===== src/rtl/carfield_periph_apb_responder.sv =====
// APB3 responder for the host peripheral window: decodes each upstream
// transfer against the fixed peripheral map and replays it on one registered
// downstream port, with zero-wait error responses for holes and a per-access
// stall watchdog.
module carfield_periph_apb_responder #(
  parameter int unsigned NumSub        = 5,
  parameter bit          CanEnable     = 1'b1,
  parameter int unsigned TimeoutCycles = 256
) (
  input  logic                  clk_i,
  input  logic                  rst_i,
  input  logic [31:0]           paddr_i,
  input  logic                  psel_i,
  input  logic                  penable_i,
  input  logic                  pwrite_i,
  input  logic [31:0]           pwdata_i,
  input  logic [3:0]            pstrb_i,
  output logic [31:0]           prdata_o,
  output logic                  pready_o,
  output logic                  pslverr_o,
  output logic [31:0]           sub_paddr_o,
  output logic [31:0]           sub_pwdata_o,
  output logic [3:0]            sub_pstrb_o,
  output logic                  sub_pwrite_o,
  output logic                  sub_penable_o,
  output logic [NumSub-1:0]     sub_psel_o,
  input  logic [NumSub*32-1:0]  sub_prdata_i,
  input  logic [NumSub-1:0]     sub_pready_i,
  input  logic [NumSub-1:0]     sub_pslverr_i,
  output logic                  timeout_o,
  output logic [15:0]           timeout_cnt_o
);

  localparam int unsigned IdxW = (NumSub > 1) ? $clog2(NumSub) : 1;

  typedef enum logic [1:0] {IDLE, DSETUP, DACCESS, RESP} state_e;

  state_e            state_q, state_d;
  logic [IdxW-1:0]   idx_q, idx_d;
  logic [31:0]       cnt_q, cnt_d;

  logic              dec_hit;
  logic [IdxW-1:0]   dec_idx;
  logic [31:0]       sub_rdata [NumSub];

  // Next-cycle values of every output; all outputs are flops.
  logic [31:0]       prdata_d;
  logic              pready_d, pslverr_d;
  logic [31:0]       sub_paddr_d, sub_pwdata_d;
  logic [3:0]        sub_pstrb_d;
  logic              sub_pwrite_d, sub_penable_d;
  logic [NumSub-1:0] sub_psel_d;
  logic              timeout_d;
  logic [15:0]       timeout_cnt_d;

  function automatic logic [NumSub-1:0] onehot(input logic [IdxW-1:0] i);
    onehot    = '0;
    onehot[i] = 1'b1;
  endfunction

  // Unpack the flat downstream read-data bus into per-port words.
  always_comb begin
    for (int unsigned k = 0; k < NumSub; k++) begin
      sub_rdata[k] = sub_prdata_i[32*k +: 32];
    end
  end

  // Peripheral map decode on the 4 KiB page number.
  always_comb begin
    dec_hit = 1'b1;
    dec_idx = '0;
    case (paddr_i[31:12])
      20'h20001: begin dec_hit = CanEnable; dec_idx = IdxW'(0); end
      20'h20004: dec_idx = IdxW'(1);
      20'h20005: dec_idx = IdxW'(2);
      20'h20007: dec_idx = IdxW'(3);
      20'h20009: dec_idx = IdxW'(4);
      default:   dec_hit = 1'b0;
    endcase
  end

  // Next-state and next-output logic; outputs are computed for the state
  // being entered so the registered values line up with that state.
  always_comb begin
    state_d       = state_q;
    idx_d         = idx_q;
    cnt_d         = cnt_q;
    prdata_d      = '0;
    pready_d      = 1'b0;
    pslverr_d     = 1'b0;
    sub_paddr_d   = sub_paddr_o;
    sub_pwdata_d  = sub_pwdata_o;
    sub_pstrb_d   = sub_pstrb_o;
    sub_pwrite_d  = sub_pwrite_o;
    sub_penable_d = 1'b0;
    sub_psel_d    = '0;
    timeout_d     = 1'b0;
    timeout_cnt_d = timeout_cnt_o;

    case (state_q)
      IDLE: begin
        if (psel_i && !penable_i) begin
          sub_paddr_d  = paddr_i;
          sub_pwdata_d = pwdata_i;
          sub_pstrb_d  = pstrb_i;
          sub_pwrite_d = pwrite_i;
          if (dec_hit) begin
            idx_d      = dec_idx;
            cnt_d      = '0;
            sub_psel_d = onehot(dec_idx);
            state_d    = DSETUP;
          end else begin
            pready_d  = 1'b1;
            pslverr_d = 1'b1;
            state_d   = RESP;
          end
        end
      end

      DSETUP: begin
        sub_psel_d    = onehot(idx_q);
        sub_penable_d = 1'b1;
        state_d       = DACCESS;
      end

      DACCESS: begin
        if (sub_pready_i[idx_q]) begin
          pready_d  = 1'b1;
          prdata_d  = sub_pwrite_o ? '0 : sub_rdata[idx_q];
          pslverr_d = sub_pslverr_i[idx_q];
          state_d   = RESP;
        end else if ((TimeoutCycles != 0) && (cnt_q == 32'(TimeoutCycles - 1))) begin
          pready_d  = 1'b1;
          pslverr_d = 1'b1;
          timeout_d = 1'b1;
          if (timeout_cnt_o != 16'hFFFF) begin
            timeout_cnt_d = timeout_cnt_o + 16'd1;
          end
          state_d   = RESP;
        end else begin
          cnt_d         = cnt_q + 32'd1;
          sub_psel_d    = onehot(idx_q);
          sub_penable_d = 1'b1;
        end
      end

      RESP: begin
        state_d = IDLE;
      end

      default: state_d = IDLE;
    endcase
  end

  // State and output registers with synchronous reset.
  always_ff @(posedge clk_i) begin
    if (rst_i) begin
      state_q       <= IDLE;
      idx_q         <= '0;
      cnt_q         <= '0;
      prdata_o      <= '0;
      pready_o      <= 1'b0;
      pslverr_o     <= 1'b0;
      sub_paddr_o   <= '0;
      sub_pwdata_o  <= '0;
      sub_pstrb_o   <= '0;
      sub_pwrite_o  <= 1'b0;
      sub_penable_o <= 1'b0;
      sub_psel_o    <= '0;
      timeout_o     <= 1'b0;
      timeout_cnt_o <= '0;
    end else begin
      state_q       <= state_d;
      idx_q         <= idx_d;
      cnt_q         <= cnt_d;
      prdata_o      <= prdata_d;
      pready_o      <= pready_d;
      pslverr_o     <= pslverr_d;
      sub_paddr_o   <= sub_paddr_d;
      sub_pwdata_o  <= sub_pwdata_d;
      sub_pstrb_o   <= sub_pstrb_d;
      sub_pwrite_o  <= sub_pwrite_d;
      sub_penable_o <= sub_penable_d;
      sub_psel_o    <= sub_psel_d;
      timeout_o     <= timeout_d;
      timeout_cnt_o <= timeout_cnt_d;
    end
  end

endmodule


===== config.mk =====
export PLATFORM = sky130hd
export DESIGN_NAME = carfield_periph_apb_responder
export DESIGN_NICKNAME = d
export VERILOG_FILES = /design/src/rtl/carfield_periph_apb_responder.sv
export SDC_FILE = /design/constraint.sdc
export NUM_CORES = 1
export LEC_CHECK = 0
export BUFFER_PORTS_ARGS = -buffer_cell sky130_fd_sc_hd__buf_2
export CAP_MARGIN = 20
export CORE_AREA = 3 3 142 144
export CTS_BUF_LIST = sky130_fd_sc_hd__clkbuf_2 sky130_fd_sc_hd__clkbuf_4 sky130_fd_sc_hd__clkbuf_8
export DETAILED_ROUTE_END_ITERATION = 12
export DIE_AREA = 0 0 145 147
export PLACE_DENSITY = 0.77
export SLEW_MARGIN = 0
export SYNTH_ARGS = -nofsm -noshare
export SYNTH_HDL_FRONTEND = slang
export SYNTH_SLANG_ARGS = --single-unit
export TNS_END_PERCENT = 30

===== constraint.sdc =====
create_clock -name clk_i -period 4.3 [get_ports clk_i]
set_input_delay 0.43 -clock clk_i [delete_from_list [all_inputs] [get_ports clk_i]]
set_output_delay 0.43 -clock clk_i [all_outputs]
set_load 0.01 [all_outputs]

==> results of run 1 <==
==> cells by family after synthesis <==
family                     after synthesis  synth area share [%]
and+or+nand+nor                        434                 26.23
AOI/OAI and AO/OA                      253                 20.19
DFF                                    163                 42.60
buffers and inverters                   82                 4.067
muxes                                   37                 5.358
adders and majority gates                6                0.9800
xor gates and xnor gates                 5                0.5718
==> cell usage after synthesis (all sizes together), types with 10 or more instances <==
library cell,number,share of area (%)
a21oi,128,8.4
a221oi,30,3.4
a31oi,17,1.4
and3,11,0.90
buf,10,0.54
clkbuf,60,2.9
dfxtp,163,43
inv,12,0.59
mux2i,32,4.2
nand2,187,9.2
nand3,22,1.4
nand4,13,1.1
nor2,115,5.6
nor3,14,0.98
nor4,13,1.1
o21ai,32,2.1
o31ai,10,0.98
or3,13,1.2
==> registers in the layout, indices dropped and copies added, names as in the netlist <==
register and count:
cnt_q 32, prdata_o 32, sub_paddr_o 32, sub_pwdata_o 32
timeout_cnt_o 16, sub_psel_o 5, sub_pstrb_o 4, idx_q 3
state_q 2, pready_o 1, pslverr_o 1, sub_penable_o 1
sub_pwrite_o 1, timeout_o 1
==> through the flow <==
| stage | power [uW] | area [sq um] | std cells | setup slack (ns) | hold slack [ns] |
|---|---|---|---|---|---|
| final | 3722 | 10190 | 1588 | 0.9489 | 0.1967 |
| after floorplan | 2168 | 7660 | 980 | 1.891 | 0.4392 |
| after global routing | 3915 | 10190 | 1588 | 0.6614 | 0.1662 |
| after CTS | 3754 | 10170 | 1586 | 0.9234 | 0.1604 |
| after global placement | 2508 | 9689 | 1553 | 1.091 | 0.4383 |
| after detailed placement | 2528 | 9744 | 1555 | 0.9907 | 0.4446 |
==> where the power goes <==
part | switching, uW | internal (uW)
clock network | 624 | 596
logic | 503 | 326
registers | 55.4 | 1620
==> area by class of cell <==
class | count | area, sq um | share of cell area, %
clock buffers | 17 | 234.0 | 2.297
inverters | 12 | 45.04 | 0.4422
clock inverters | 14 | 193.9 | 1.904
diodes | 1 | 2.502 | 0.02457
multi-input cells | 735 | 4098 | 40.23
repair buffers | 386 | 2023 | 19.86
well taps | 260 | 325.3 | 3.194
flip-flops and latches | 163 | 3264 | 32.05
==> path summary, 6_finish.rpt <==
check	start	to	slack, ns	cells past startpoint
hold reg to reg	sub_pwdata_o[6]	sub_pwdata_o[6]	0.45	2
setup reg to reg	idx_q[2]	timeout_cnt_o[14]	0.95	8
hold / removal	pwdata_i[17]	sub_pwdata_o[17]	0.20	3
setup / recovery	idx_q[2]	timeout_cnt_o[14]	0.95	8
==> critical path: stages (launching register included) <==
cell and delay [ns]:
dfxtp_1 0.69, buf_4 0.36, nor2_1 0.12, a22oi_1 0.27, and2_1 0.16, buf_4 0.23
nand4b_1 0.60, or4_1 0.70, a21oi_1 0.15
==> routing by layer <==
| layer | GRT usage, % | vias to the layer above |
|---|---|---|
| li1 | - | 4174 |
| met1 | 29.46 | 4048 |
| met2 | 41.01 | 424 |
| met3 | 8.267 | 53 |
| met4 | 9.644 | 0 |
| met5 | 0 | - |
==> results.sh, run 1 <==
export IMPL_maxCapViolCount=0
export IMPL_grt_pass1_vias=8217
export IMPL_root_buffer="clkbuf_8"
export IMPL_rsz0062_at_grt="no"
export IMPL_portBuffers=368
export IMPL_wire_per_inst_um=17.41
export IMPL_met3_length_um=2591
export IMPL_rows=50
export IMPL_async_reset_ff_share_pct=0
export IMPL_leakage_uw=0.004481
export IMPL_cp_required_ns=4.68
export IMPL_final_util_pct=54.09
export IMPL_ctsResizeCount=0
export IMPL_die_w_um=145
export IMPL_ys_ff_latch=163
export IMPL_finalSetupViolations=0
export IMPL_fill_cells=1814
export IMPL_grt_pass1_wl_um=43020
export IMPL_via_per_inst=5.478
export IMPL_fin_skew_ns=0.01370
export IMPL_layout_min_cycle_time_ns=3.351
export IMPL_synth_area_sq_mm=0.007660
export IMPL_dieArea_sq_mm=0.02132
export IMPL_place_hpwl_um=20820
export IMPL_ctsHoldBuffers=0
export IMPL_cp_max_fo=20
export IMPL_fin_crit_sh_pct=77.93
export IMPL_grt_usage_pct=24.60
export IMPL_cp_data_arrival_time_ns=3.74
export IMPL_ir_drop_v=0.0002340
export IMPL_syn_inst=980
export IMPL_core_sq_mm=0.01883
export IMPL_cts_tree="done"
export IMPL_max_freq_mhz=298.4
export IMPL_cts_inserted_buffers=17
export IMPL_final_nets=1564
export IMPL_synth_top_flop_cell="dfxtp_1"
export IMPL_relSlewSlack_pct=42.20
export IMPL_path_clk_slew_ns=0.10
export IMPL_antenna_found_initial=1
export IMPL_routed_wl_um=27650
export IMPL_drt_iter0_markers=572
export IMPL_cts_setup_buffers=0
export IMPL_antenna_left=0
export IMPL_status="finished, final reports clean"
export IMPL_wl_met2_um=13210
export IMPL_cts_max_level=4
export IMPL_area_delta_synth_final_pct=32.98
export IMPL_layout_drive_gt1_share_pct=33.01
export IMPL_drcViolationCount=0
export IMPL_crit_path_end_kind="flop"
export IMPL_topRoutingLayerUsed="met4"
export IMPL_syn_nets=1229
export IMPL_hold_path_class="primary input to flop"
export IMPL_vias=8699
export IMPL_synth_edf_count=0
export IMPL_grt_max_degree=74
export IMPL_clk_latency_ns=0.45
export IMPL_synth_avg_cell_area_sq_um=7.816
export IMPL_cts_max_path_buffers=2
export IMPL_layout_commonest_cell="buf_2"
export IMPL_die_h_um=147
export IMPL_io_pins=369
export IMPL_slew_viol_final=0
export IMPL_crit_type="flop to flop"
export IMPL_pwr_density_cell_mw_per_mm2=365.4
export IMPL_clock_sinks=163
export IMPL_yosys_cell_types_count=62
export IMPL_setup_worst_path_start_class="flop"
export IMPL_setup_tns_ns=0
export IMPL_worst_pin_slew_ns=0.8670
export IMPL_initial_core_util_pct=40.68
export IMPL_final_cell_mix="367 x buf_2, 187 x nand2_1, 162 x dfxtp_1"
export IMPL_seq_area_frac_synth_pct=42.60
export IMPL_dr_pass1_iters=5
export IMPL_hold_viol=0
export IMPL_grt_remaining_overflow=0
export IMPL_wl_met1_um=10890
export IMPL_place_gp_congestion=0.9899
export IMPL_ys_warnings_count=0
No activity file was read; power rests on OpenSTA's default activity.
==> run 2: changes to the inputs <==
--- a/config.mk
+++ b/config.mk
@@ -7,11 +7,11 @@
 export LEC_CHECK = 0
 export BUFFER_PORTS_ARGS = -buffer_cell sky130_fd_sc_hd__buf_2
 export CAP_MARGIN = 20
-export CORE_AREA = 3 3 142 144
+export CORE_AREA = 3 3 143 145
 export CTS_BUF_LIST = sky130_fd_sc_hd__clkbuf_2 sky130_fd_sc_hd__clkbuf_4 sky130_fd_sc_hd__clkbuf_8
 export DETAILED_ROUTE_END_ITERATION = 12
-export DIE_AREA = 0 0 145 147
-export PLACE_DENSITY = 0.77
+export DIE_AREA = 0 0 146 148
+export PLACE_DENSITY = 0.76
 export SLEW_MARGIN = 0
 export SYNTH_ARGS = -nofsm -noshare
 export SYNTH_HDL_FRONTEND = slang
==> constraint.sdc (replaced) <==
create_clock -name clk_i -period 3.2 [get_ports clk_i]
set_input_delay 0.32 -clock clk_i [delete_from_list [all_inputs] [get_ports clk_i]]
set_output_delay 0.32 -clock clk_i [all_outputs]
set_load 0.01 [all_outputs]
==> results.sh, run 2 (synthesized netlist as in run 1, its figures left out) <==
export IMPL_worst_pin_slew_ns=0.7852
export IMPL_dr_pass1_iters=5
export IMPL_max_stage_delay_ns=0.53
export IMPL_stdcell_count=1605
export IMPL_fin_crit_sh_pct=85.38
export IMPL_die_w_um=146
export IMPL_ir_drop_v=0.0002606
export IMPL_routed_wl_um=27590
export IMPL_path_clk_slew_ns=0.11
export IMPL_layout_drive_gt1_share_pct=33.43
export IMPL_r2r_setup_slack_ns=0.47
export IMPL_p_sw_share_pct=33.95
export IMPL_p_int_uw=3241
export IMPL_clock_sinks=163
export IMPL_core_sq_mm=0.01933
export IMPL_cts_inserted_buffers=17
export IMPL_p_sw_uw=1665
export IMPL_ctsHoldBuffers=0
export IMPL_slowest_stage="or3_4"
export IMPL_crit_type="flop to flop"
export IMPL_max_freq_mhz=366.0
export IMPL_cp_max_fo=21
export IMPL_pwr_share_comb_pct=22.5
export IMPL_hold_path_class="primary input to flop"
export IMPL_finalWorstSetupSlack_ns=0.4679
export IMPL_crit_start="cnt_q[0]"
export IMPL_cts_tree="done"
export IMPL_slew_viol_final=0
export IMPL_placed_cells=1569
export IMPL_setup_tns_ns=0
export IMPL_grt_pass1_vias=8187
export IMPL_hold_viol=0
export IMPL_cp_common_cell="or3_4"
export IMPL_grt_remaining_overflow=0
export IMPL_critPathTopFamily="simple AND/OR/NAND/NOR gates"
export IMPL_critPathBufInv=0
export IMPL_die_h_um=148
export IMPL_grt_usage_pct=24.30
export IMPL_drcViolationCount=0
export IMPL_cts_max_level=4
export IMPL_fin_skew_ns=0.01539
export IMPL_crit_path_end_kind="flop"
export IMPL_place_hpwl_um=21040
export IMPL_antenna_left=0
export IMPL_rsz0062_at_grt="no"
export IMPL_critical_path_depth=7
export IMPL_cp_data_arrival_time_ns=3.11
export IMPL_dieArea_sq_mm=0.02161
export IMPL_seqPwrFrac_pct=45.8
export IMPL_layout_min_cycle_time_ns=2.732
export IMPL_cts_setup_buffers=0
export IMPL_reg2reg_depth=7
export IMPL_initial_core_util_pct=39.62
export IMPL_final_util_pct=52.95
export IMPL_place_gp_congestion=0.9343
export IMPL_grt_max_degree=69
export IMPL_final_cell_mix="367 x buf_2, 187 x nand2_1, 162 x dfxtp_1"
export IMPL_r2r_end="timeout_cnt_o[13]"
export IMPL_final_nets=1573
export IMPL_status="finished, final reports clean"
export IMPL_pwr_density_cell_mw_per_mm2=479.2
export IMPL_relSlewSlack_pct=46.92
export IMPL_cp_required_ns=3.58
export IMPL_finalSetupViolations=0
export IMPL_io_pins=369
export IMPL_setup_worst_path_start_class="flop"
export IMPL_pre_cts_ws_ns=0.4643
export IMPL_vias=8640
export IMPL_cp_endpoint="timeout_cnt_o[13]"
export IMPL_worstReg2RegStart="cnt_q[0]"
export IMPL_area_delta_synth_final_pct=33.67
export IMPL_wire_per_inst_um=17.19
export IMPL_rows=51
export IMPL_antenna_found_initial=4
export IMPL_clkPwrFrac_pct=31.7
export IMPL_drt_iter0_markers=459
export IMPL_root_buffer="clkbuf_8"
export IMPL_via_per_inst=5.383
export IMPL_layout_commonest_cell="buf_2"
export IMPL_grt_pass1_wl_um=42530
export IMPL_portBuffers=368
export IMPL_ctsResizeCount=0
export IMPL_leakage_uw=0.004510
export IMPL_worstPathCellList="ha_1, and4_4, nand4_2, or3_4, or3_4, or4_1, a21oi_1"
export IMPL_clk_latency_ns=0.46
export IMPL_cts_max_path_buffers=2
export IMPL_maxCapViolCount=0
run 2: cell count changes in the layout (fill, tap and decap cells not counted), moves of 2 or more:
cell,delta
buf_4,+11
clkinv_8,+7
bufinv_16,-3
diode_2,+2
inv_8,-2
run 2: cell type report:
class	count	area, sq um
antenna	3	7.507
timing repair buffer	395	2067
tap	265	331.6
multi-input combinational	735	4093
clock buffer	18	247.7
sequential	163	3264
inverter	12	45.04
fill	1893	9096
clock inverter	14	182.7
run 2: worst min path at each step:
stage	start	end	slack, ns	cells past startpoint
4_1_cts	pwdata_i[23]	sub_pwdata_o[23]	0.04	3
3_5_place_dp	sub_pwdata_o[30]	sub_pwdata_o[30]	0.44	2
3_3_place_gp	sub_pwdata_o[12]	sub_pwdata_o[12]	0.44	2
6_report	pwdata_i[23]	sub_pwdata_o[23]	0.08	3
5_1_grt	paddr_i[2]	sub_paddr_o[2]	0.06	3
2_1_floorplan	paddr_i[15]	sub_psel_o[0]	0.41	1
run 2: worst reg2reg max path: stages, from the launching register on:
cell	delay [ns]
dfxtp_1	0.39
ha_1	0.22
and4_4	0.27
nand4_2	0.16
or3_4	0.53
or3_4	0.44
or4_1	0.51
a21oi_1	0.15
run 2: per-stage QoR:
stage | cell area (sq um) | hold slack (ns) | power (uW)
2_1_floorplan | 7660 | 0.4143 | 2913
3_3_place_gp | 9773 | 0.4383 | 3381
3_5_place_dp | 9773 | 0.4446 | 3396
4_1_cts | 10200 | 0.04265 | 4963
5_1_grt | 10240 | 0.05869 | 5183
6_report | 10240 | 0.08090 | 4906
run 2: metal layers:
| metal | vias to the layer above | share of wire [%] | wire (um) | global-route usage [%] |
|---|---|---|---|---|
| met5 | - | 0.047 | 13 | 0 |
| li1 | 4186 | - | - | - |
| met3 | 61 | 8.8 | 2425 | 6.898 |
| met2 | 388 | 47 | 12940 | 40.85 |
| met4 | 2 | 3.8 | 1057 | 11.71 |
| met1 | 4003 | 40 | 11150 | 28.71 |
run 2: power groups by stage:
stage / logic, uW / registers [uW] / clock network, uW
floorplan: 563 / 2350 / 0
global placement: 1100 / 2280 / 0
global route: 1230 / 2270 / 1680
CTS: 1110 / 2250 / 1610
finish: 1110 / 2250 / 1550
detailed placement: 1100 / 2290 / 0
